**config.mk**
```make
export PLATFORM = sky130hd
export DESIGN_NAME = sram_mem_ctrl
export DESIGN_NICKNAME = d
export VERILOG_FILES = /design/src/rtl/sram_mem_ctrl_pkg.sv /design/src/rtl/sram_mem_ctrl.sv
export SDC_FILE = /design/constraint.sdc
export NUM_CORES = 1
export LEC_CHECK = 0
export CORE_MARGIN = 5
export CORE_UTILIZATION = 45
export CTS_CLUSTER_SIZE = 28
export DETAILED_ROUTE_END_ITERATION = 6
export DONT_BUFFER_PORTS = 1
export GPL_TIMING_DRIVEN = 0
export PLACE_DENSITY = 0.7
export SLEW_MARGIN = 20
export SYNTH_ARGS = -nofsm -noshare
export SYNTH_HDL_FRONTEND = slang
export SYNTH_SLANG_ARGS = --single-unit
```
**constraint.sdc**
```tcl
create_clock -name clk -period 3.9 [get_ports clk]
set_input_delay 0.39 -clock clk [delete_from_list [all_inputs] [get_ports clk]]
set_output_delay 0.39 -clock clk [all_outputs]
set_load 0.01 [all_outputs]
```
**src/rtl/sram_mem_ctrl_pkg.sv**
```systemverilog
// Shared SRAM geometry, default data-memory base and controller state encoding.
// Also hosts the CPU-address to SRAM-word-index mapping used by the controller.
package sram_mem_ctrl_pkg;

   localparam int SRAM_ADDR_LEN = 18;
   localparam int SRAM_DATA_LEN = 16;
   localparam int IDX_LEN       = SRAM_ADDR_LEN - 1;

   localparam logic [31:0] DATA_MEM_BASE_DEF = 32'd1024;

   localparam logic [1:0] ST_IDLE = 2'd0;
   localparam logic [1:0] ST_LO   = 2'd1;
   localparam logic [1:0] ST_HI   = 2'd2;
   localparam logic [1:0] ST_DONE = 2'd3;

   typedef enum logic [1:0] {
      IDLE = ST_IDLE,
      LO   = ST_LO,
      HI   = ST_HI,
      DONE = ST_DONE
   } state_t;

   // Addresses below the base wrap modulo 2^32 and then modulo the SRAM word count.
   function automatic logic [IDX_LEN-1:0] word_idx(input logic [31:0] address,
                                                   input logic [31:0] base);
      return IDX_LEN'((address - base) >> 2);
   endfunction

endpackage

```
**src/rtl/sram_mem_ctrl.sv**
```systemverilog
// sram_mem_ctrl: splits one 32-bit MEM-stage load/store into two 16-bit async-SRAM accesses.
// Latency: ready low for 1 + 2*ACCESS_CYCLES cycles; with SRAM_POSTED_WRITE_EN writes return ready at once.
// Backpressure: ready=0 freezes the pipeline; rd_en/wr_en are only sampled in IDLE.
module sram_mem_ctrl
   import sram_mem_ctrl_pkg::*;
#(
   parameter int          ACCESS_CYCLES = 2,
   parameter logic [31:0] DATA_MEM_BASE = DATA_MEM_BASE_DEF
) (
   input  logic                     clk,
   input  logic                     rst,
   input  logic                     rd_en,
   input  logic                     wr_en,
   input  logic [31:0]              address,
   input  logic [31:0]              write_data,
   output logic [31:0]              read_data,
   output logic                     ready,
   output logic [SRAM_ADDR_LEN-1:0] sram_addr,
   output logic [SRAM_DATA_LEN-1:0] sram_dq_out,
   input  logic [SRAM_DATA_LEN-1:0] sram_dq_in,
   output logic                     sram_dq_oe,
   output logic                     sram_we_n
);

`ifdef SRAM_POSTED_WRITE_EN
   localparam bit POSTED = 1'b1;
`else
   localparam bit POSTED = 1'b0;
`endif

   localparam int              CNT_W    = $clog2(ACCESS_CYCLES + 1);
   localparam logic [CNT_W-1:0] CNT_LAST = CNT_W'(ACCESS_CYCLES - 1);

   state_t               state_q, state_d;
   logic [CNT_W-1:0]     cnt_q, cnt_d;
   logic                 is_wr_q;
   logic [IDX_LEN-1:0]   idx_q;
   logic [31:0]          wdata_q;

   logic                 req;
   logic                 start;
   logic                 cnt_last;
   logic                 wr_nxt;
   logic [IDX_LEN-1:0]   idx_nxt;
   logic [31:0]          wdata_nxt;

   assign req      = rd_en | wr_en;
   assign start    = (state_q == IDLE) && req;
   assign cnt_last = (cnt_q == CNT_LAST);

   // Values the SRAM pins must show next cycle: fresh request on entry, latched copy afterwards.
   assign wr_nxt    = start ? wr_en : is_wr_q;
   assign idx_nxt   = start ? word_idx(address, DATA_MEM_BASE) : idx_q;
   assign wdata_nxt = start ? write_data : wdata_q;

   always_comb begin
      state_d = state_q;
      cnt_d   = cnt_q;
      ready   = 1'b0;
      unique case (state_q)
         IDLE: begin
            ready = ~req | (POSTED & wr_en);
            if (req) begin
               state_d = LO;
               cnt_d   = '0;
            end
         end
         LO: begin
            ready = POSTED & is_wr_q & ~req;
            if (cnt_last) begin
               state_d = HI;
               cnt_d   = '0;
            end else begin
               cnt_d = cnt_q + CNT_W'(1);
            end
         end
         HI: begin
            ready = POSTED & is_wr_q & ~req;
            if (cnt_last) begin
               // A posted write has already released the pipeline, so there is no DONE handshake.
               state_d = (POSTED && is_wr_q) ? IDLE : DONE;
               cnt_d   = '0;
            end else begin
               cnt_d = cnt_q + CNT_W'(1);
            end
         end
         DONE: begin
            ready   = 1'b1;
            state_d = IDLE;
         end
         default: begin
            state_d = IDLE;
            cnt_d   = '0;
         end
      endcase
   end

   always_ff @(posedge clk) begin
      if (rst) begin
         state_q     <= IDLE;
         cnt_q       <= '0;
         is_wr_q     <= 1'b0;
         idx_q       <= '0;
         wdata_q     <= '0;
         read_data   <= '0;
         sram_addr   <= '0;
         sram_dq_out <= '0;
         sram_dq_oe  <= 1'b0;
         sram_we_n   <= 1'b1;
      end else begin
         state_q <= state_d;
         cnt_q   <= cnt_d;

         if (start) begin
            is_wr_q <= wr_en;
            idx_q   <= word_idx(address, DATA_MEM_BASE);
            wdata_q <= write_data;
         end

         // Read data is sampled on the last cycle each half-address is held.
         if (!is_wr_q && cnt_last) begin
            if (state_q == LO) begin
               read_data[15:0] <= sram_dq_in;
            end else if (state_q == HI) begin
               read_data[31:16] <= sram_dq_in;
            end
         end

         unique case (state_d)
            LO: begin
               sram_addr   <= {idx_nxt, 1'b0};
               sram_dq_out <= wdata_nxt[15:0];
               sram_we_n   <= ~wr_nxt;
               sram_dq_oe  <= wr_nxt;
            end
            HI: begin
               sram_addr   <= {idx_q, 1'b1};
               sram_dq_out <= wdata_q[31:16];
               sram_we_n   <= ~is_wr_q;
               sram_dq_oe  <= is_wr_q;
            end
            default: begin
               sram_we_n  <= 1'b1;
               sram_dq_oe <= 1'b0;
            end
         endcase
      end
   end

endmodule

```
==> Implementation_results.wiki <==
{| class="wikitable"
! Metric !! Value
|-
| Standard cell with the maximum stage delay on the critical path || sky130_fd_sc_hd__clkbuf_1
|-
| Length of the first detailed-routing pass in iterations || 5
|-
| Antenna violations before repair || 0
|-
| Leakage power || 2.21 nW
|-
| Synth-to-Final Area Change || 20.7%
|-
| Rel. slew slack || 60.6%
|-
| Clock insertion delay at the later pin of the skew report || 510 ps
|-
| Leftover overflow at the end of global routing || 0
|-
| EDFF count, synth || 0
|-
| Critical path buffer and inverter count || 3
|-
| Post-Route Hold Slack || 13.1 ps
|-
| Max-slew violation count || 0
|-
| Post-Route Setup TNS || 0 ps
|-
| Kind of launch point of the worst setup path || flop
|-
| YS warnings || 0
|-
| Number of distinct library cells after synthesis || 37
|-
| Setup Viol. Count Final || 0
|-
| Total via count in the routed design || 4,262
|-
| Min-delay worst type || in -> reg
|-
| Antenna viol nets, final || 0
|-
| Largest area contributor in the netlist || sky130_fd_sc_hd__dfxtp_1
|-
| Number of rows in the core area || 38
|-
| Hold buffer count at CTS || 20
|-
| Commonest cells after routing, fill and taps aside || 145 x sky130_fd_sc_hd__nand2_1, 122 x sky130_fd_sc_hd__dfxtp_1, 67 x sky130_fd_sc_hd__a21oi_1
|-
| Critical path, cell by cell || inv_1 > ha_1 > a21boi_0 > o21bai_1 > nand2_1 > ha_1 > clkbuf_1 > clkbuf_1 > mux2i_1 > nor2_1
|-
| Arrival time of the worst setup path || 3260 ps
|-
| Leading cell type in the layout, fill and taps excluded || sky130_fd_sc_hd__nand2_1
|-
| Register-to-register path setup slack || 1030 ps
|-
| Post-route DRC || 0
|-
| Hold endpoint || read_data[28]
|-
| Overall die height || 114 microns
|-
| Diodes inserted || 0
|-
| Std-Cell Core Area || 10,800 sq um
|-
| Total of flip-flops plus latches after synthesis || 122
|-
| Final GP Congestion || 0.810
|-
| Largest net degree at the start of global routing || 17
|-
| Number of cells upsized or downsized after cts || 0
|-
| Fraction of layout instances using a drive strength above 1 || 7.51%
|-
| Buffer levels on the longest clock path || 2
|-
| Final std cells w/o fill || 779
|-
| CTS buffer count || 17
|-
| Min Tclk post-route || 2870 ps
|-
| Syn Inst Count || 587
|-
| Total number of nets in the final design || 719
|-
| Net count after synthesis || 680
|-
| Depth of the worst register-to-register path || 10
|-
| Width of the die || 114 microns
|-
| Post-DR wirelength/cell || 17.5 microns
|-
| H-tree level count || 4
|-
| TritonCTS clock tree || built
|-
| I/O pin cnt || 153
|-
| Main area contributors after synthesis || sky130_fd_sc_hd__dfxtp_1 50%, sky130_fd_sc_hd__nand2_1 11%, sky130_fd_sc_hd__a21oi_1 6.8%, sky130_fd_sc_hd__mux2i_1 3.7%, sky130_fd_sc_hd__nor2_1 2.6%
|-
| Result of the run || completed
|-
| Worst R2R Start || state_q[1]
|-
| Routed Wire Length || 13.7 mm
|-
| Wire length of the first global-routing pass || 21.9 mm
|-
| Utilization of the core after routing || 54.9%
|-
| Post-CTS Setup Bufs || 0
|-
| Part of the Yosys area used for sequential elements || 49.7%
|-
| Vias per std cell || 5.47
|-
| Areal power density over the cells || 650 nW/um^2
|-
| Hold depth || 2
|-
| Final hold violation count || 0
|-
| Maximum clock frequency || 348 MHz
|-
| Critical Path RT || 4290 ps
|-
| Number of global-route vias before repair || 4,433
|-
| Area share of the largest cell type after synthesis || 49.7%
|-
| Iteration-0 DRC count of the detailed router || 200
|-
| Total routing usage reported by global routing || 21.3%
|-
| Mean instance size in the synthesized netlist || 8.37 sq um
|-
| Worst clock skew || 4.32 ps
|-
| Maximum vdd drop || 0.367 mV
|-
| Full die area || 13,100 sq um
|-
| Slowest cell delay on critical path || 460 ps
|-
| Hpwl dp || 9.94 mm
|-
| Hold Path Origin || sram_dq_in[12]
|-
| Asr flop ratio synth || 0%
|-
| Final cycle utilization of the critical path || 73.7%
|-
| Dpl cells || 727
|-
| FILL cells || 951
|-
| Initial Util || 45.5%
|-
| Root Driver || sky130_fd_sc_hd__clkbuf_8
|-
| Total of max-cap violations || 0
|-
| Maximum fanout count along the critical path || 10
|-
| Most used DFF post-synth || sky130_fd_sc_hd__dfxtp_1
|-
| Endpoint of the most critical register-to-register path || sram_addr[0]
|-
| Setup repair after global routing missed its margin || no
|-
| Actual slew at the worst max-slew pin || 590 ps
|-
| Number of buffers added on ports || 0
|-
| Kind of critical path || reg -> reg
|-
| Post-synthesis cell area || 4910 sq um
|-
| Sink Count || 122
|-
| Clock Pin Slew Worst Setup and Hold Paths || 60 ps
|-
| Critical Path Sink Type || flop
|-
| Cell family with most CP delay || buffers and inverters
|}
[power by group]
| group | leakage [nW] | internal, mW | switching [mW] |
|---|---|---|---|
| Sequential | 1.00 | 1.40 | 0.139 |
| Clock | 0.303 | 1.13 | 0.550 |
| Combinational | 0.904 | 0.247 | 0.388 |
[area by class of cell]
type	instances	area, sq um	share of cell area (%)
flip-flops and latches	122	2440	41.2
clock buffers	20	445	7.51
inverters	8	30.0	0.506
multi-input cells	415	2270	38.4
clock inverters	12	195	3.29
repair buffers	20	200	3.38
plain buffers	42	166	2.81
well taps	140	175	2.95
[state kept, by name, indices dropped and copies added, names as in the netlist]
register,count
sram_dq_out,16
idx_q,17
sram_addr,18
sram_we_n,1
cnt_q,2
read_data,32
sram_dq_oe,1
state_q,2
is_wr_q,1
wdata_q,32
[cell usage after synthesis (10+ instances only)]
cell	count
sky130_fd_sc_hd__a211oi_1	16
sky130_fd_sc_hd__a21oi_1	67
sky130_fd_sc_hd__and2_1	20
sky130_fd_sc_hd__clkbuf_1	31
sky130_fd_sc_hd__dfxtp_1	122
sky130_fd_sc_hd__mux2i_1	18
sky130_fd_sc_hd__nand2_1	145
sky130_fd_sc_hd__nor2_1	34
sky130_fd_sc_hd__nor2b_1	10
sky130_fd_sc_hd__nor3_1	13
sky130_fd_sc_hd__o21ai_0	19
sky130_fd_sc_hd__o22ai_1	18
[logic make-up (layout without fill, tap and decap cells)]
family                   after synthesis  in the layout  synth area share, %
AO/OA/AOI/OAI                        141            141                 17.0
XOR/XNOR                               7              7                 1.25
adder cells (fa/ha/maj)                9              9                 2.29
buffers and inverters                 50            102                 4.00
flip-flops                           122            122                 49.7
multiplexers                          19             19                 3.90
AND/OR/NAND/NOR                      239            239                 21.9
[worst register-to-register path: stages (launching register included)]
cell,delay (ps)
sky130_fd_sc_hd__dfxtp_1,390
sky130_fd_sc_hd__inv_1,110
sky130_fd_sc_hd__ha_1,250
sky130_fd_sc_hd__a21boi_0,140
sky130_fd_sc_hd__o21bai_1,220
sky130_fd_sc_hd__nand2_1,100
sky130_fd_sc_hd__ha_1,390
sky130_fd_sc_hd__clkbuf_1,380
sky130_fd_sc_hd__clkbuf_1,460
sky130_fd_sc_hd__mux2i_1,250
sky130_fd_sc_hd__nor2_1,50
[how the worst max path moves through the flow]
stage | endpoint | depth (start not counted) | from | slack [ps]
floorplan | sram_addr[0] | 10 | state_q[1] | 1670
global placement | sram_addr[0] | 10 | state_q[1] | 1170
detailed placement | sram_addr[0] | 10 | state_q[1] | 1030
CTS | sram_addr[0] | 10 | state_q[1] | 1020
global route | sram_addr[0] | 10 | state_q[1] | 750
finish | sram_addr[0] | 10 | state_q[1] | 1030
[through the flow]
step | setup slack (ps) | total power, mW | instance area (sq um)
global placement | 1170 | 2.16 | 5090
floorplan | 1670 | 2.00 | 4910
CTS | 1020 | 3.88 | 5930
detailed placement | 1030 | 2.18 | 5090
finish | 1030 | 3.86 | 5930
global route | 751 | 4.04 | 5930
[routing by layer]
| metal | part of all wire (%) | track usage [%] |
|---|---|---|
| met1 | 39 | 23.3 |
| met2 | 50 | 35.9 |
| met3 | 7.6 | 8.25 |
| met4 | 3.0 | 10.3 |
| met5 | 0 | 0 |
Power figures use the tool's default switching activity.
==> edit (config.mk and constraints unchanged) <==
`ACCESS_CYCLES`: 2 -> 8. Comments in the files are not updated.
--- a/src/rtl/sram_mem_ctrl.sv
+++ b/src/rtl/sram_mem_ctrl.sv
@@ -4,7 +4,7 @@
 module sram_mem_ctrl
    import sram_mem_ctrl_pkg::*;
 #(
-   parameter int          ACCESS_CYCLES = 2,
+   parameter int          ACCESS_CYCLES = 8,
    parameter logic [31:0] DATA_MEM_BASE = DATA_MEM_BASE_DEF
 ) (
    input  logic                     clk,
Function: changed (a bounded check fails within 4 cycles, from zero or initial values and one cycle with rst high).
==> edit against the unedited design <==
Combinational power shrank 27%; largest power group unchanged; highest routed layer unchanged; power shrank 9.0%; cell count grew 2.3%; sequential cell count grew 2; worst setup slack lost 0.27 ns; cell area grew 4.7%; wire length grew 5.0%; largest cell class unchanged; via count grew 3.8%; synthesized area grew 2.3%; global-route usage grew 1.0 points.
==> edit: results (changes against the unedited design) <==
CP max stage delay - 0.49 ns (was 0.46 ns)
crit path DAT - 3.60 ns (was 3.26 ns)
top cells by area, synth - dfxtp_1 (49%), nand2_1 (9.5%), a21oi_1 (7.0%), mux2i_1 (3.4%), nor2b_1 (2.7%) (was dfxtp_1 (50%), nand2_1 (11%), a21oi_1 (6.8%), mux2i_1 (3.7%), nor2_1 (2.6%))
Distinct cells, synth - 44 (was 37)
xor/xnor share of the synthesized area - 0.008709 (was 0.01248)
H-tree Lvls - 4 (unchanged)
met2 WL - 7.114 mm (was 6.831 mm)
via count - 4426 (was 4262)
async set or reset register ratio after synthesis - 0 (unchanged)
vias in the first global route - 4341 (was 4433)
GR Util met1 - 0.2597 (was 0.2328)
Final nets - 738 (was 719)
layout cells sized above 1 - 0.07306 (was 0.07512)
Mapped Nets - 678 (was 680)
DP HPWL - 10.18 mm (was 9.942 mm)
GRT Util Overall - 0.2227 (was 0.2127)
DP Area - 5204 sq um (was 5089 sq um)
Synth Area in Compound Gates - 0.1814 (was 0.1698)
worst vdd ir - 0.3986 mV (was 0.3669 mV)
met2 usage - 0.3619 (was 0.3593)
register area share after synthesis - 0.4937 (was 0.4971)
Layout Skew - 0.008399 ns (was 0.004321 ns)
Pre-antenna DRT Iters - 4 (was 5)
top cells by count, synth - nand2_1 (127), dfxtp_1 (124), a21oi_1 (70) (was nand2_1 (145), dfxtp_1 (122), a21oi_1 (67))
first-pass GRT wire length - 22.78 mm (was 21.90 mm)
Mapped Cells - 584 (was 587)
pre-CTS setup slack - 0.8158 ns (was 1.033 ns)
Worst-Skew Late Latency - 0.53 ns (was 0.51 ns)
Critical path origin - cnt_q[0] (was state_q[1])
Starting DRT DRC Count - 271 (was 200)
Metal-1 WL - 5.643 mm (was 5.378 mm)
met3 routed WL - 1.240 mm (was 1.045 mm)
LEAKAGE - 2.318 nW (was 2.207 nW)
Final GP Congestion - 0.7869 (was 0.8104)
number of synthesis warnings - 0 (unchanged)
met3 GRT Util - 0.08877 (was 0.08245)
Crit. End Element - register (unchanged)
Placed Cells - 724 (was 727)
CP max stage cell - nor2b_1 (was clkbuf_1)
Reg2Reg Depth - 12 (was 10)
ys flop type - dfxtp_1 (unchanged)
switching pwr - 0.9120 mW (was 1.076 mW)
Root Buffer - clkbuf_8 (unchanged)
vias per inst - 5.553 (was 5.471)
DRC Markers - 0 (unchanged)
Adder-Cell Fraction of Synth Area - 0.02488 (was 0.02292)
largest registers - read_data x32, wdata_q x32, sram_addr x18 (unchanged)
R2R setup slack - 0.76 ns (was 1.03 ns)
mux cell area share after synthesis - 0.03384 (was 0.03896)
fillers - 966 (was 951)
fmax - 318.2 MHz (was 347.9 MHz)
initial antenna violation count - 0 (unchanged)
CP max FO - 10 (unchanged)
Crit path max-delay family - buffers and inverters (unchanged)
Routed wire per std cell - 18.00 um (was 17.54 um)
Hold Path Class - input pin to register (unchanged)
status - complete, no violations (unchanged)
Slew @ Worst Pin - 0.5697 ns (was 0.5899 ns)
CTS max path bufs - 2 (unchanged)
FF-to-FF End - sram_dq_out[9] (was sram_addr[0])
[edit: cell types whose count changed in the layout (fill, tap and decap cells not counted), sizes merged, moves of 12 or more]
cell / change
a22oi: +13
and2: -18
dlygate4sd3: +21
nand2: -18
nor2b: +12
o21ai: -14
[edit: worst min path at each step]
stage | start | end | slack [ns] | depth (start not counted)
floorplan | wdata_q[16] | wdata_q[16] | 0.44 | 2
global placement | wdata_q[29] | wdata_q[29] | 0.44 | 2
detailed placement | wdata_q[18] | wdata_q[18] | 0.45 | 2
CTS | sram_dq_in[6] | read_data[22] | 0.003 | 2
global route | sram_dq_in[6] | read_data[22] | 0.01 | 2
finish | sram_dq_in[6] | read_data[22] | 0.03 | 2
[edit: area by class of cell]
| type | count | area, sq um | share of cell area |
|---|---|---|---|
| multi-input cells | 404 | 2317 | 0.3732 |
| repair buffers | 41 | 410.4 | 0.06610 |
| inverters | 13 | 48.80 | 0.007860 |
| flip-flops and latches | 124 | 2482 | 0.3998 |
| plain buffers | 43 | 180.2 | 0.02902 |
| clock inverters | 7 | 110.1 | 0.01773 |
| well taps | 140 | 175.2 | 0.02821 |
| clock buffers | 25 | 484.2 | 0.07799 |
[edit: power groups by stage]
| stage | Sequential [mW] | Combinational (mW) | Clock, mW |
|---|---|---|---|
| 2_1_floorplan | 1.47 | 0.320 | 0 |
| 3_3_place_gp | 1.50 | 0.407 | 0 |
| 3_5_place_dp | 1.50 | 0.421 | 0 |
| 4_1_cts | 1.48 | 0.460 | 1.59 |
| 5_1_grt | 1.49 | 0.513 | 1.66 |
| 6_report | 1.47 | 0.462 | 1.57 |
[edit: what timing repair did]
item,in CTS,in global routing
resized for setup,0,0
hold buffers,41,0
endpoints found under the setup margin,0,0
hold endpoints to repair,56,0
setup buffers,0,0
